[src/rtl/fetch_stage.sv]
// RV32I fetch stage: owns PCF, a single-outstanding imem handshake and the IF/ID register.
// A response that cannot be consumed is parked in a one-entry hold buffer until decode accepts it.
module fetch_stage #(
    parameter int               WIDTH     = 32,
    parameter logic [WIDTH-1:0] RESET_PC  = '0,
    parameter logic [31:0]      NOP_INSTR = 32'h0000_0013
) (
    input  logic             clk,
    input  logic             rst,
    input  logic             PCen_i,
    input  logic             Fen_i,
    input  logic             Frst_i,
    input  logic [1:0]       PCSrcE_i,
    input  logic [WIDTH-1:0] PCTargetE_i,
    input  logic [WIDTH-1:0] ALUResultE_i,
    output logic             imem_req_o,
    output logic [WIDTH-1:0] imem_addr_o,
    input  logic [31:0]      imem_rdata_i,
    input  logic             imem_valid_i,
    output logic [31:0]      InstrD_o,
    output logic [WIDTH-1:0] PCD_o,
    output logic [WIDTH-1:0] PCPlus4D_o,
    output logic             ValidD_o,
    output logic             FetchStall_o
);

    typedef enum logic [1:0] {S_ISSUE, S_WAIT, S_HOLD, S_DROP} state_t;

    state_t           r_state, w_state_nxt;
    logic [WIDTH-1:0] r_pcf;
    logic [31:0]      r_buf;
    logic [31:0]      r_instrd;
    logic [WIDTH-1:0] r_pcd, r_pc4d;
    logic             r_validd;

    logic             w_redirect, w_avail, w_accept, w_capture;
    logic [WIDTH-1:0] w_target, w_pcf_plus4;
    logic [31:0]      w_instr;

    assign w_redirect  = (PCSrcE_i == 2'b01) || (PCSrcE_i == 2'b10);
    assign w_target    = (PCSrcE_i == 2'b01) ? PCTargetE_i : (ALUResultE_i & ~WIDTH'(1));
    assign w_pcf_plus4 = r_pcf + WIDTH'(4);

    assign w_avail  = ((r_state == S_WAIT) && imem_valid_i) || (r_state == S_HOLD);
    assign w_instr  = (r_state == S_HOLD) ? r_buf : imem_rdata_i;
    assign w_accept = w_avail && Fen_i && PCen_i && !w_redirect;

    always_comb begin
        w_state_nxt = r_state;
        w_capture   = 1'b0;
        case (r_state)
            S_ISSUE: w_state_nxt = w_redirect ? S_DROP : S_WAIT;
            S_WAIT: begin
                if (w_redirect) begin
                    w_state_nxt = imem_valid_i ? S_ISSUE : S_DROP;
                end else if (imem_valid_i) begin
                    if (w_accept) begin
                        w_state_nxt = S_ISSUE;
                    end else begin
                        w_state_nxt = S_HOLD;
                        w_capture   = 1'b1;
                    end
                end
            end
            S_HOLD: if (w_redirect || w_accept) w_state_nxt = S_ISSUE;
            // The in-flight response belongs to a squashed PC; swallow it before re-issuing.
            S_DROP: if (imem_valid_i) w_state_nxt = S_ISSUE;
            default: w_state_nxt = S_ISSUE;
        endcase
    end

    always_ff @(posedge clk) begin
        if (rst) begin
            r_state <= S_ISSUE;
            r_pcf   <= RESET_PC;
            r_buf   <= '0;
        end else begin
            r_state <= w_state_nxt;
            if (w_redirect)    r_pcf <= w_target;
            else if (w_accept) r_pcf <= w_pcf_plus4;
            if (w_redirect)     r_buf <= '0;
            else if (w_capture) r_buf <= imem_rdata_i;
        end
    end

    always_ff @(posedge clk) begin
        if (rst || Frst_i || w_redirect) begin
            r_instrd <= NOP_INSTR;
            r_pcd    <= '0;
            r_pc4d   <= '0;
            r_validd <= 1'b0;
        end else if (Fen_i) begin
            if (w_accept) begin
                r_instrd <= w_instr;
                r_pcd    <= r_pcf;
                r_pc4d   <= w_pcf_plus4;
                r_validd <= 1'b1;
            end else begin
                r_instrd <= NOP_INSTR;
                r_pcd    <= '0;
                r_pc4d   <= '0;
                r_validd <= 1'b0;
            end
        end
    end

    assign imem_req_o   = (r_state == S_ISSUE) && !rst;
    assign imem_addr_o  = r_pcf;
    assign FetchStall_o = Fen_i && !w_avail;
    assign InstrD_o     = r_instrd;
    assign PCD_o        = r_pcd;
    assign PCPlus4D_o   = r_pc4d;
    assign ValidD_o     = r_validd;

endmodule

[config.mk]
export PLATFORM = sky130hd
export DESIGN_NAME = fetch_stage
export DESIGN_NICKNAME = d
export VERILOG_FILES = /design/src/rtl/fetch_stage.sv
export SDC_FILE = /design/constraint.sdc
export NUM_CORES = 1
export LEC_CHECK = 0
export ABC_AREA = 0
export BUFFER_PORTS_ARGS = -buffer_cell sky130_fd_sc_hd__buf_4
export CAP_MARGIN = 15
export CELL_PAD_IN_SITES_DETAIL_PLACEMENT = 2
export CELL_PAD_IN_SITES_GLOBAL_PLACEMENT = 2
export CORE_MARGIN = 4
export CORE_UTILIZATION = 30
export DETAILED_ROUTE_END_ITERATION = 16
export HOLD_SLACK_MARGIN = 0.06
export PLACE_DENSITY = 0.84
export SETUP_SLACK_MARGIN = 0.3
export SLEW_MARGIN = 25
export SYNTH_ARGS = -nofsm -noshare
export SYNTH_HDL_FRONTEND = slang
export SYNTH_SLANG_ARGS = --single-unit
export TNS_END_PERCENT = 10
[constraint.sdc]
create_clock -name clk -period 5.5 [get_ports clk]
set_clock_uncertainty 0.05 [all_clocks]
set_input_delay 1.1 -clock clk [delete_from_list [all_inputs] [get_ports clk]]
set_output_delay 1.1 -clock clk [all_outputs]
set_load 0.01 [all_outputs]
==> flow_metrics.env <==
export IMPL_status="complete, no violations"
export IMPL_ant_nets=0
export IMPL_fin_cells=1364
export IMPL_post_cts_buffers=0
export IMPL_ys_seq_area_share_pct=44.39
export IMPL_avgViaCountPerCell=5.054
export IMPL_fin_crit_sh_pct=61.22
export IMPL_netlist_area_sq_um=7261
export IMPL_grtUsageTotal_pct=20.13
export IMPL_initialDrtViolationCount=255
export IMPL_max_slew_margin_pct=34.59
export IMPL_fillers=2683
export IMPL_critPathMaxFanout=69
export IMPL_grt_pass1_wl_um=42380
export IMPL_path_buf_inv=3
export IMPL_synth_warnings=0
export IMPL_n_antenna_cell=0
export IMPL_drt_pass1_iterations=4
export IMPL_wirelength_um=27380
export IMPL_drc=0
export IMPL_cellLeakagePower_uw=0.003767
export IMPL_finalSetupViolCount=0
export IMPL_crit_top_cell="buf_4"
export IMPL_crit_path_end_kind="register"
export IMPL_path_cells="buf_4 -> ha_2 -> buf_4 -> and4_4 -> buf_4 -> o21ai_1 -> a21oi_1"
export IMPL_initial_core_util_pct=30.75
export IMPL_overflow=0
export IMPL_worstSetupStartpointType="primary input"
export IMPL_path_clk_slew_ns=0.06
export IMPL_place_port_buffers=233
export IMPL_chipHeight_um=163.6
export IMPL_fmax_mhz=297.0
export IMPL_ys_ff_latch=161
export IMPL_yosys_cell_types_count=46
export IMPL_yosysMostFrequentCell="dfxtp_1"
export IMPL_rsz0062_at_grt="no"
export IMPL_critPathArrivalTime_ns=3.66
export IMPL_hold_path_class="reg -> reg"
export IMPL_grt_pass1_vias=7425
export IMPL_num_rows=56
export IMPL_report_final_slew_viol_count=0
export IMPL_cts_tree="yes"
export IMPL_wl_per_cell_um=20.08
export IMPL_yosysTopAreaCell="dfxtp_1"
export IMPL_coreArea_sq_um=23610
export IMPL_grt_antenna_before_repair=0
export IMPL_syn_nets=957
export IMPL_synth_avg_cell_area_sq_um=8.542
export IMPL_synth_edf_count=0
export IMPL_stdcell_area_sq_um=9754
export IMPL_cts_resized_gates=0
export IMPL_crit_required_ns=5.79
export IMPL_grt_max_degree=73
export IMPL_ir_drop_mv=0.1432
export IMPL_vias=6894
export IMPL_slowest_stage="buf_4"
export IMPL_p_per_area_nw_per_um2=293.2
export IMPL_dieWidth_um=163.6
export IMPL_fin_crit_ns=3.367
export IMPL_die_area_sq_um=26760
export IMPL_drive_gt1_share_pct=30.72
export IMPL_clk_root_buffer_cell="clkbuf_16"
export IMPL_ios=235
export IMPL_synth_top_area_share_pct=44.39
export IMPL_maxCapViolCount=0
export IMPL_cts_hold_buf=0
export IMPL_synthArstFlopShare_pct=0
export IMPL_insertion_delay_ns=0.43
export IMPL_place_gp_congestion=0.7434
export IMPL_post_dp_hpwl_um=18770
export IMPL_syn2layout_area_growth_pct=34.34
export IMPL_slowest_delay_ns=0.67
export IMPL_critPathTopFamily="buffers and inverters"
export IMPL_critPathKind="in -> reg"
export IMPL_postPlaceCellArea_sq_um=9144
export IMPL_final_setup_tns_ns=0
export IMPL_synth_common_cells="dfxtp_1, nand2_1, nor2_1"
export IMPL_synthFlopType="dfxtp_1"
export IMPL_dpl_cell_count=1332
export IMPL_h_tree_depth=4
export IMPL_post_synth_main_area_contributors="dfxtp_1, nand2_1, mux2_2"
export IMPL_fin_nets=1139
export IMPL_cts_sinks=161
export IMPL_cts_buffer_depth=2
export IMPL_finalHoldViolCount=0
export IMPL_netlist_instances=850
export IMPL_numCtsBuffers=17
export IMPL_worst_pin_slew_ns=0.9788
state kept, by name, summed over array words and instances (netlist names):
name / count
InstrD_o: 32
PCD_o: 32
imem_addr_o: 32
r_buf: 32
PCPlus4D_o: 30
r_state: 2
ValidD_o: 1
worst reg2reg max path, cell delays in order (launching register included):
cell and delay [ns]:
dfxtp_1 0.43, nand2b_4 0.36, nand2_1 0.26, and4_4 0.25, buf_4 0.67, o21ai_1 0.28, a21oi_1 0.18
layer usage:
layer,GRT usage (%),vias to the layer above,wire length (um),part of all wire [%]
met4,4.003,0,125,0.46
met5,0,-,0,0
met1,25.25,3424,12000,44
met2,35.17,171,13550,49
met3,5.072,11,1700,6.2
li1,-,3288,-,-
cells by family (layout without fill, tap and decap cells):
kind of cell               Yosys count  count (layout)  share of synthesized area [%]
muxes                               42              42                          6.342
buffers and inverters               82             277                          4.946
DFF                                161             161                          44.39
xor gates and xnor gates            50              50                          6.031
AOI/OAI and AO/OA                  194             194                          17.20
and+or+nand+nor                    318             318                          20.58
adders and majority gates            3               3                         0.5170
final cells by class:
type,count,area [sq um],area share [%]
Sequential cell,161,3223,33.04
Multi-Input combinational cell,607,3709,38.02
Inverter,5,18.77,0.1924
Timing Repair Buffer,240,1802,18.47
Clock inverter,14,163.9,1.680
Tap cell,319,399.1,4.092
Clock buffer,18,439.2,4.502
final timing paths:
| kind | slack, ns | cells past startpoint | startpoint | end |
|---|---|---|---|---|
| max | 2.13 | 7 | PCSrcE_i[1] | imem_addr_o[17] |
| min | 0.40 | 2 | PCPlus4D_o[31] | PCPlus4D_o[31] |
| min reg2reg | 0.40 | 2 | PCPlus4D_o[31] | PCPlus4D_o[31] |
| max reg2reg | 2.94 | 6 | r_state[1] | imem_addr_o[17] |
through the flow:
step | hold WS (ns) | util, % | setup slack [ns] | power, uW
after global placement | 0.3831 | 38.70 | 1.750 | 1643
after CTS | 0.4051 | 41.28 | 2.083 | 2903
after floorplan | 0.3838 | - | 2.543 | 1474
after detailed placement | 0.3943 | 38.72 | 1.703 | 1654
final | 0.3996 | 41.31 | 2.133 | 2860
after global routing | 0.4278 | 41.31 | 1.958 | 2983
power breakdown:
part | switching, uW | total [uW] | internal, uW
Combinational | 195 | 365 | 170
Clock | 541 | 1240 | 697
Sequential | 62.4 | 1260 | 1200
layout by cell type (no fill, tap or decap), types with 2 or more instances in the layout:
| master | instances |
|---|---|
| buf_4 | 240 |
| dfxtp_1 | 161 |
| nand2_1 | 114 |
| nor2_1 | 90 |
| a21oi_1 | 61 |
| a22oi_1 | 47 |
| nor2b_1 | 43 |
| a211oi_1 | 43 |
| xor2_1 | 37 |
| mux2_2 | 32 |
| nand3_1 | 22 |
| o21ai_1 | 22 |
| clkbuf_16 | 17 |
| nand4_1 | 14 |
| xnor2_1 | 13 |
| and3_1 | 10 |
| mux2i_1 | 10 |
| inv_6 | 6 |
| nor3_1 | 5 |
| o22ai_1 | 5 |
| a31oi_1 | 5 |
| inv_1 | 4 |
| o21ai_0 | 4 |
| and4_1 | 2 |
| a211oi_2 | 2 |
| or3_1 | 2 |
| nand2b_1 | 2 |
| ha_2 | 2 |
| bufinv_16 | 2 |
| clkinvlp_4 | 2 |
| inv_8 | 2 |
Note: power is estimated with default switching activity, not from simulation.
